<file path="config.mk">
export PLATFORM = sky130hd
export DESIGN_NAME = pwm_capture
export DESIGN_NICKNAME = d
export VERILOG_FILES = /design/src/rtl/pwm_capture.sv
export SDC_FILE = /design/constraint.sdc
export NUM_CORES = 1
export LEC_CHECK = 0
export BUFFER_PORTS_ARGS = -buffer_cell sky130_fd_sc_hd__buf_2
export CORE_ASPECT_RATIO = 0.8
export CORE_UTILIZATION = 61
export CTS_CLUSTER_DIAMETER = 200
export CTS_CLUSTER_SIZE = 12
export DETAILED_ROUTE_END_ITERATION = 12
export PLACE_DENSITY = 0.87
export RECOVER_POWER = 25
export SLEW_MARGIN = 5
export SYNTH_ARGS = -nofsm -noshare
export SYNTH_HDL_FRONTEND = slang
export SYNTH_SLANG_ARGS = --single-unit
</file>
<file path="constraint.sdc">
create_clock -name clk -period 2.8 [get_ports clk]
set_input_delay 0.28 -clock clk [delete_from_list [all_inputs] [get_ports clk]]
set_output_delay 0.28 -clock clk [all_outputs]
set_load 0.02 [all_outputs]
</file>
<file path="src/rtl/pwm_capture.sv">
// pwm_capture: measures an asynchronous PWM input and reports its high time
// and period in clock cycles. One measurement is published per PWM period, on
// every rising edge of the input after the first one that follows reset or
// enable.
//
// Optional feature: define PWM_CAPTURE_TIMEOUT_EN to publish a flat-line
// result (timeout=1) when the counter saturates with no edge arriving. When it
// is undefined the block waits indefinitely and timeout is tied low.
//
// Parameters:
//   R           - generator resolution; result counters are R+1 bits wide
//   SYNC_STAGES - flops in the pwm_in synchronizer (at least 2)
// Ports:
//   clk          - clock, rising edge
//   reset_n      - asynchronous active-low reset
//   enable       - capture enable; low holds the block idle
//   pwm_in       - asynchronous PWM input
//   high_count   - high cycles of the last completed period
//   period_count - cycles between the last two rising edges
//   valid        - one-cycle pulse when the results update
//   overflow     - last published measurement saturated
//   timeout      - last publication was a flat-line timeout
module pwm_capture #(
  parameter int R           = 8,
  parameter int SYNC_STAGES = 2
) (
  input  logic       clk,
  input  logic       reset_n,
  input  logic       enable,
  input  logic       pwm_in,
  output logic [R:0] high_count,
  output logic [R:0] period_count,
  output logic       valid,
  output logic       overflow,
  output logic       timeout
);

  localparam logic [R:0] MAX = '1;
  localparam logic [R:0] ONE = {{R{1'b0}}, 1'b1};

  typedef enum logic [1:0] {IDLE, HIGH, LOW} state_t;

  state_t                 state;
  logic [SYNC_STAGES-1:0] sync_p0;
  logic                   s;
  logic                   s_d_p1;
  logic                   rise;
  logic                   fall;
  logic                   flat;
  logic [R:0]             cnt;
  logic [R:0]             cnt_inc;
  logic [R:0]             hi_reg;
  logic                   sat;

  function automatic logic [R:0] sat_inc(input logic [R:0] v);
    return (v == MAX) ? MAX : v + ONE;
  endfunction

  // ---- stage 0/1: input synchronizer and edge-history flop ----
  always_ff @(posedge clk or negedge reset_n) begin
    if (!reset_n) begin
      sync_p0 <= '0;
      s_d_p1  <= 1'b0;
    end else begin
      sync_p0 <= {sync_p0[SYNC_STAGES-2:0], pwm_in};
      s_d_p1  <= s;
    end
  end

  assign s       = sync_p0[SYNC_STAGES-1];
  assign rise    = s & ~s_d_p1;
  assign fall    = ~s & s_d_p1;
  assign cnt_inc = sat_inc(cnt);

`ifdef PWM_CAPTURE_TIMEOUT_EN
  logic timeout_r;

  // Counter already pinned at MAX and the edge that would end the phase is
  // still missing: the input is stuck.
  assign flat = (cnt == MAX) &&
                (((state == HIGH) && !fall) || ((state == LOW) && !rise));

  always_ff @(posedge clk or negedge reset_n) begin
    if (!reset_n) begin
      timeout_r <= 1'b0;
    end else if (enable) begin
      if (flat)
        timeout_r <= 1'b1;
      else if ((state == LOW) && rise)
        timeout_r <= 1'b0;
    end
  end

  assign timeout = timeout_r;
`else
  assign flat    = 1'b0;
  assign timeout = 1'b0;
`endif

  // ---- stage 2: measurement FSM and registered results ----
  always_ff @(posedge clk or negedge reset_n) begin
    if (!reset_n) begin
      state        <= IDLE;
      cnt          <= '0;
      hi_reg       <= '0;
      sat          <= 1'b0;
      high_count   <= '0;
      period_count <= '0;
      valid        <= 1'b0;
      overflow     <= 1'b0;
    end else begin
      valid <= 1'b0;
      if (!enable) begin
        state <= IDLE;
        cnt   <= '0;
        sat   <= 1'b0;
      end else if (flat) begin
        valid        <= 1'b1;
        overflow     <= 1'b1;
        period_count <= MAX;
        high_count   <= (state == HIGH) ? MAX : '0;
        state        <= IDLE;
        cnt          <= '0;
        sat          <= 1'b0;
      end else begin
        case (state)
          IDLE: begin
            cnt <= '0;
            if (rise) begin
              state <= HIGH;
              cnt   <= ONE;
              sat   <= 1'b0;
            end
          end
          HIGH: begin
            cnt <= cnt_inc;
            if (cnt_inc == MAX)
              sat <= 1'b1;
            if (fall) begin
              hi_reg <= cnt;
              state  <= LOW;
            end
          end
          LOW: begin
            if (rise) begin
              period_count <= cnt;
              high_count   <= hi_reg;
              overflow     <= sat;
              valid        <= 1'b1;
              state        <= HIGH;
              cnt          <= ONE;
              sat          <= 1'b0;
            end else begin
              cnt <= cnt_inc;
              if (cnt_inc == MAX)
                sat <= 1'b1;
            end
          end
          default: state <= IDLE;
        endcase
      end
    end
  end

endmodule

</file>
After elaboration in Yosys (flattened, before gate mapping)
Cells that the tools add are included.
{ "word_totals": {"ff_bits": 44, "input_bits": 4, "word_cells": 46} }
{ "classes": {"addsub": 1, "eq_ne": 8, "n_mux": 17, "bitwise_logic": 4, "reduce_logical": 6} }
{ "op_table": {"columns": ["cell", "count"], "rows": [
  ["$mux 9", 3],
  ["$pmux 9 s3", 1],
  ["$eq 9x9->1 const B", 2],
  ["$add 9x1->9 const B", 1],
  ["$mux 1", 8],
  ["$mux 2", 3],
  ["$ne 3x3->1 const B", 2],
  ["$reduce_and 3->1", 2],
  ["$ne 4x1->1 const B", 1],
  ["$pmux 2 s2", 1],
  ["$reduce_and 2->1", 2],
  ["$ne 3x2->1 const B", 1],
  ["$pmux 1 s3", 1],
  ["$and 1x1->1", 2],
  ["$eq 2x1->1 const B", 1],
  ["$eq 2x2->1 const B", 1],
  ["$logic_not 2->1", 1],
  ["$not 1->1", 2],
  ["$reduce_or 2->1", 1]
]} }

Depth between registers and ports, before layout
{ "depth": {"depth_word": 7, "ltp_mapped": 7, "ltp_nobuf": 7} }

Worst setup path before layout
No wires, ideal clock.
{ "synth_timing": {"kind": "register to register", "from": "register state[1]", "to": "register hi_reg[2]", "arrival_ps": 1578, "slack_ps": 1097, "path_stages_with_launch": 7, "path_buffers": 1, "synth_period_minus_slack_ps": 1703, "cell_sequence": "dfrtp_1 inv_1 ha_1 nand2_2 or3_4 buf_6 mux2_4"} }
{ "synth_via": {"elab_chain_cells": 2} }
{ "synth_rtl": {"columns": ["item", "line_no", "text"], "rows": [
  ["start: declaration", "43", "state_t state;"],
  ["start signal: assignment", "103", "state <= IDLE;"],
  ["start signal: assignment", "114", "state <= IDLE;"],
  ["start signal: assignment", "122", "state <= IDLE;"],
  ["$eq 2x1->1", "126", "case (state)"],
  ["$reduce_and 3->1 (no line)", null, null],
  ["end signal: assignment", "140", "hi_reg <= cnt;"],
  ["end: declaration", "52", "logic [R:0] hi_reg;"]
]} }
Every way passes these cells.
A chain may end at the register's enable or synchronous reset.

Worst setup path after layout
{ "layout_timing": {"from": "register state[0]", "to": "register cnt[0]"} }
{ "layout_via": {"elab_chain_cells": 3} }
{ "layout_rtl": {"columns": ["item", "line_no", "text"], "rows": [
  ["$eq 2x2->1, or another cell as far along", "126", null],
  ["$pmux 9 s3", "126", null],
  ["$mux 9", "113", "if (!enable) begin"],
  ["end signal: assignment", "136", "cnt <= cnt_inc;"],
  ["end signal: assignment", "154", "cnt <= cnt_inc;"],
  ["end: declaration", "50", "logic [R:0] cnt;"]
]} }
Parallel ways exist; a longest one is shown, timed or not.

==> reports/summary.txt <==
Crit path arrival time - 2.10 ns
clk root buf - sky130_fd_sc_hd__clkbuf_8
maximum frequency from static timing analysis - 0.5107 GHz
gate count of the mapped netlist - 180
top post-synthesis cells by count - sky130_fd_sc_hd__dfrtp_1, sky130_fd_sc_hd__mux2_2, sky130_fd_sc_hd__nand2_1
final max-slew violation count - 0
# DRC - 0
Detailed Route WL - 4134 um
count of synthesis-stage warnings from yosys - 0
syn avg cell area - 11.52 um^2
number of post-CTS setup repair buffers - 0
FFs w/ async S/R, synth - 1.000
clock share of power - 0.339
drt wl/cell - 16.94 um
final core area utilization - 0.7222
cell family contributing the most delay on the critical path - simple AND/OR/NAND/NOR gates
length of the first detailed-routing pass in iterations - 4
setup slack after placement - 0.8936 ns
number of nets produced by synthesis - 189
ordered list of cells on the worst path - inv_1 -> ha_1 -> nor4b_2 -> o21ai_0
pin count of the biggest net entering global routing - 45
number of top-level pins - 25
Final Critical Period - 1.958 ns
final setup margin - 0.8418 ns
Hold Path Class - in -> reg
Antenna Cells - 0
CTS-repair resized insts - 0
WHS - 0.08413 ns
mapped cell area - 2073 um^2
ratio of total power to cell area - 485.1 nW/um^2
final sum of negative setup slack - 0 ns
net load switching power - 0.2669 mW
Max Clock Skew - 0.005798 ns
Static Leak - 1.200 nW
#FFs+latches synth - 44
count of standard-cell rows - 18
slew at the pin closest to its max-slew limit - 0.9605 ns
post-route non-filler standard cell count - 244
share of total power in combinational logic - 0.069
critical path data required time - 2.94 ns
clock tree from TritonCTS - done
horizontal die dimension - 67.18 um
cell area after placement - 2196 um^2
commonest register cell after synthesis - sky130_fd_sc_hd__dfrtp_1
cell count after placement - 237
initial drt markers - 85
I/O Buffers - 23
Final ANT Viol Nets - 0
clock transition at the registers of the reported paths - 0.08 ns
CTS Hold Bufs - 0
number of endpoints with negative hold slack in the final report - 0
RSZ-0062 raised after global routing - no
Cell variety after synth - 38
final net count - 213
total power of the final layout - 1.105 mW
via count of the first global-routing pass - 1473
Worst IR Drop VDD - 384.9 uV
kind of start point of the critical path - flop
worst slew margin relative to its limit - 0.3597
HPWL Detailed - 2876 um
DR vias - 1502
maximum fanout along the worst path - 10
Final Wtd Congestion - 0.9122
CP endpoint kind - flop
most frequent cell after synthesis - sky130_fd_sc_hd__dfrtp_1
crit path kind - reg -> reg
portion of total power attributed to sequential cells - 0.592
Congestion Overflow GR - 0
count of maximum capacitance violations - 0
die footprint - 3637 um^2
via density per instance - 6.156
Worst Path Buf+Inv - 1
Yosys top cell area share - 0.5311
# H-tree levels - 2
initial antenna violation count - 0
placeable core region - 3153 um^2
Layout Cell Area excl Fill - 2277 um^2
Crit path largest cell delay - 0.79 ns
clock latency on the worst-skew pair - 0.30 ns
top area cells in the synthesized netlist - sky130_fd_sc_hd__dfrtp_1, sky130_fd_sc_hd__mux2_2, sky130_fd_sc_hd__mux2_4
Sw Share - 0.2416
Sinks on Clock Net - 44
Layout area overhead - 9.837%
global-route total usage across every layer - 0.2652
clock buffers created by TritonCTS - 5
starting density of the core - 0.6575
first-pass GRT wire length - 6679 um
Max Root-Sink Buffers - 2
sequential share of the synthesized area - 0.5311
floorplan die height - 54.15 um
P_int - 0.8377 mW
share of the clock period used by the worst path - 0.6994
number of enable flip-flop cells after synthesis - 0
critical path's slowest cell - sky130_fd_sc_hd__nor4b_2
layout cells sized above 1 - 0.2990
cell taking the most area after synthesis - sky130_fd_sc_hd__dfrtp_1
Setup Viol. Count Final - 0
status - finished, final reports clean
-- cell type report --
class                      instances  area, um^2
sequential                        44        1101
clock inverter                     2       12.51
timing repair buffer              25       130.1
multi-input combinational        120       884.6
tap                               40       50.05
inverter                           8       30.03
fill                             215       875.8
clock buffer                       5       68.82
-- power by group through the flow --
stage | combinational [mW] | clock [mW] | sequential (mW)
after detailed placement | 0.0752 | 0 | 0.666
after floorplan | 0.0485 | 0 | 0.665
after global placement | 0.0704 | 0 | 0.665
after global routing | 0.0852 | 0.411 | 0.655
final | 0.0760 | 0.375 | 0.654
after CTS | 0.0759 | 0.381 | 0.654
-- layout by cell type (no fill, tap or decap), types with 2 or more instances in the layout --
master and count:
sky130_fd_sc_hd__nor3_1 2, sky130_fd_sc_hd__dfrtp_1 44, sky130_fd_sc_hd__nand2_1 17, sky130_fd_sc_hd__clkbuf_8 5, sky130_fd_sc_hd__nor2_1 5, sky130_fd_sc_hd__and3_1 2
sky130_fd_sc_hd__o31ai_1 3, sky130_fd_sc_hd__o2111ai_1 2, sky130_fd_sc_hd__nand3_1 10, sky130_fd_sc_hd__inv_1 8, sky130_fd_sc_hd__mux2_4 6, sky130_fd_sc_hd__buf_4 2
sky130_fd_sc_hd__o21ai_0 16, sky130_fd_sc_hd__ha_1 5, sky130_fd_sc_hd__and3_4 2, sky130_fd_sc_hd__a21oi_1 7, sky130_fd_sc_hd__buf_2 23, sky130_fd_sc_hd__a21o_1 3
sky130_fd_sc_hd__mux2_2 18, sky130_fd_sc_hd__a22o_1 4
-- kinds of logic (layout without fill, tap and decap cells) --
group	after synthesis	count (layout)	synth area share
compound gates	40	40	0.1201
flops	44	44	0.5311
fa+ha+maj	5	5	0.03018
other cells	1	1	0.001809
mux	24	24	0.1412
simple gates	49	49	0.1292
buf+inv	16	40	0.04224
xor+xnor	1	1	0.004225
-- routing by layer --
layer / track usage / part of all wire
met4: 0.1348 / 0.015
met3: 0.09110 / 0.069
met1: 0.3218 / 0.44
met2: 0.4233 / 0.48
met5: 0 / 0
-- final timing paths --
check / slack [ns] / end / cells after the start / from
max: 0.84 / cnt[0] / 4 / state[0]
min: 0.08 / sync_p0[0] / 1 / pwm_in
max reg2reg: 0.84 / cnt[0] / 4 / state[0]
min reg2reg: 0.36 / sync_p0[1] / 0 / sync_p0[0]
max in group asynchronous: 2.07 / period_count[6] / 1 / reset_n
min in group asynchronous: 0.13 / valid / 1 / reset_n
Note: power is estimated with default switching activity, not from simulation.
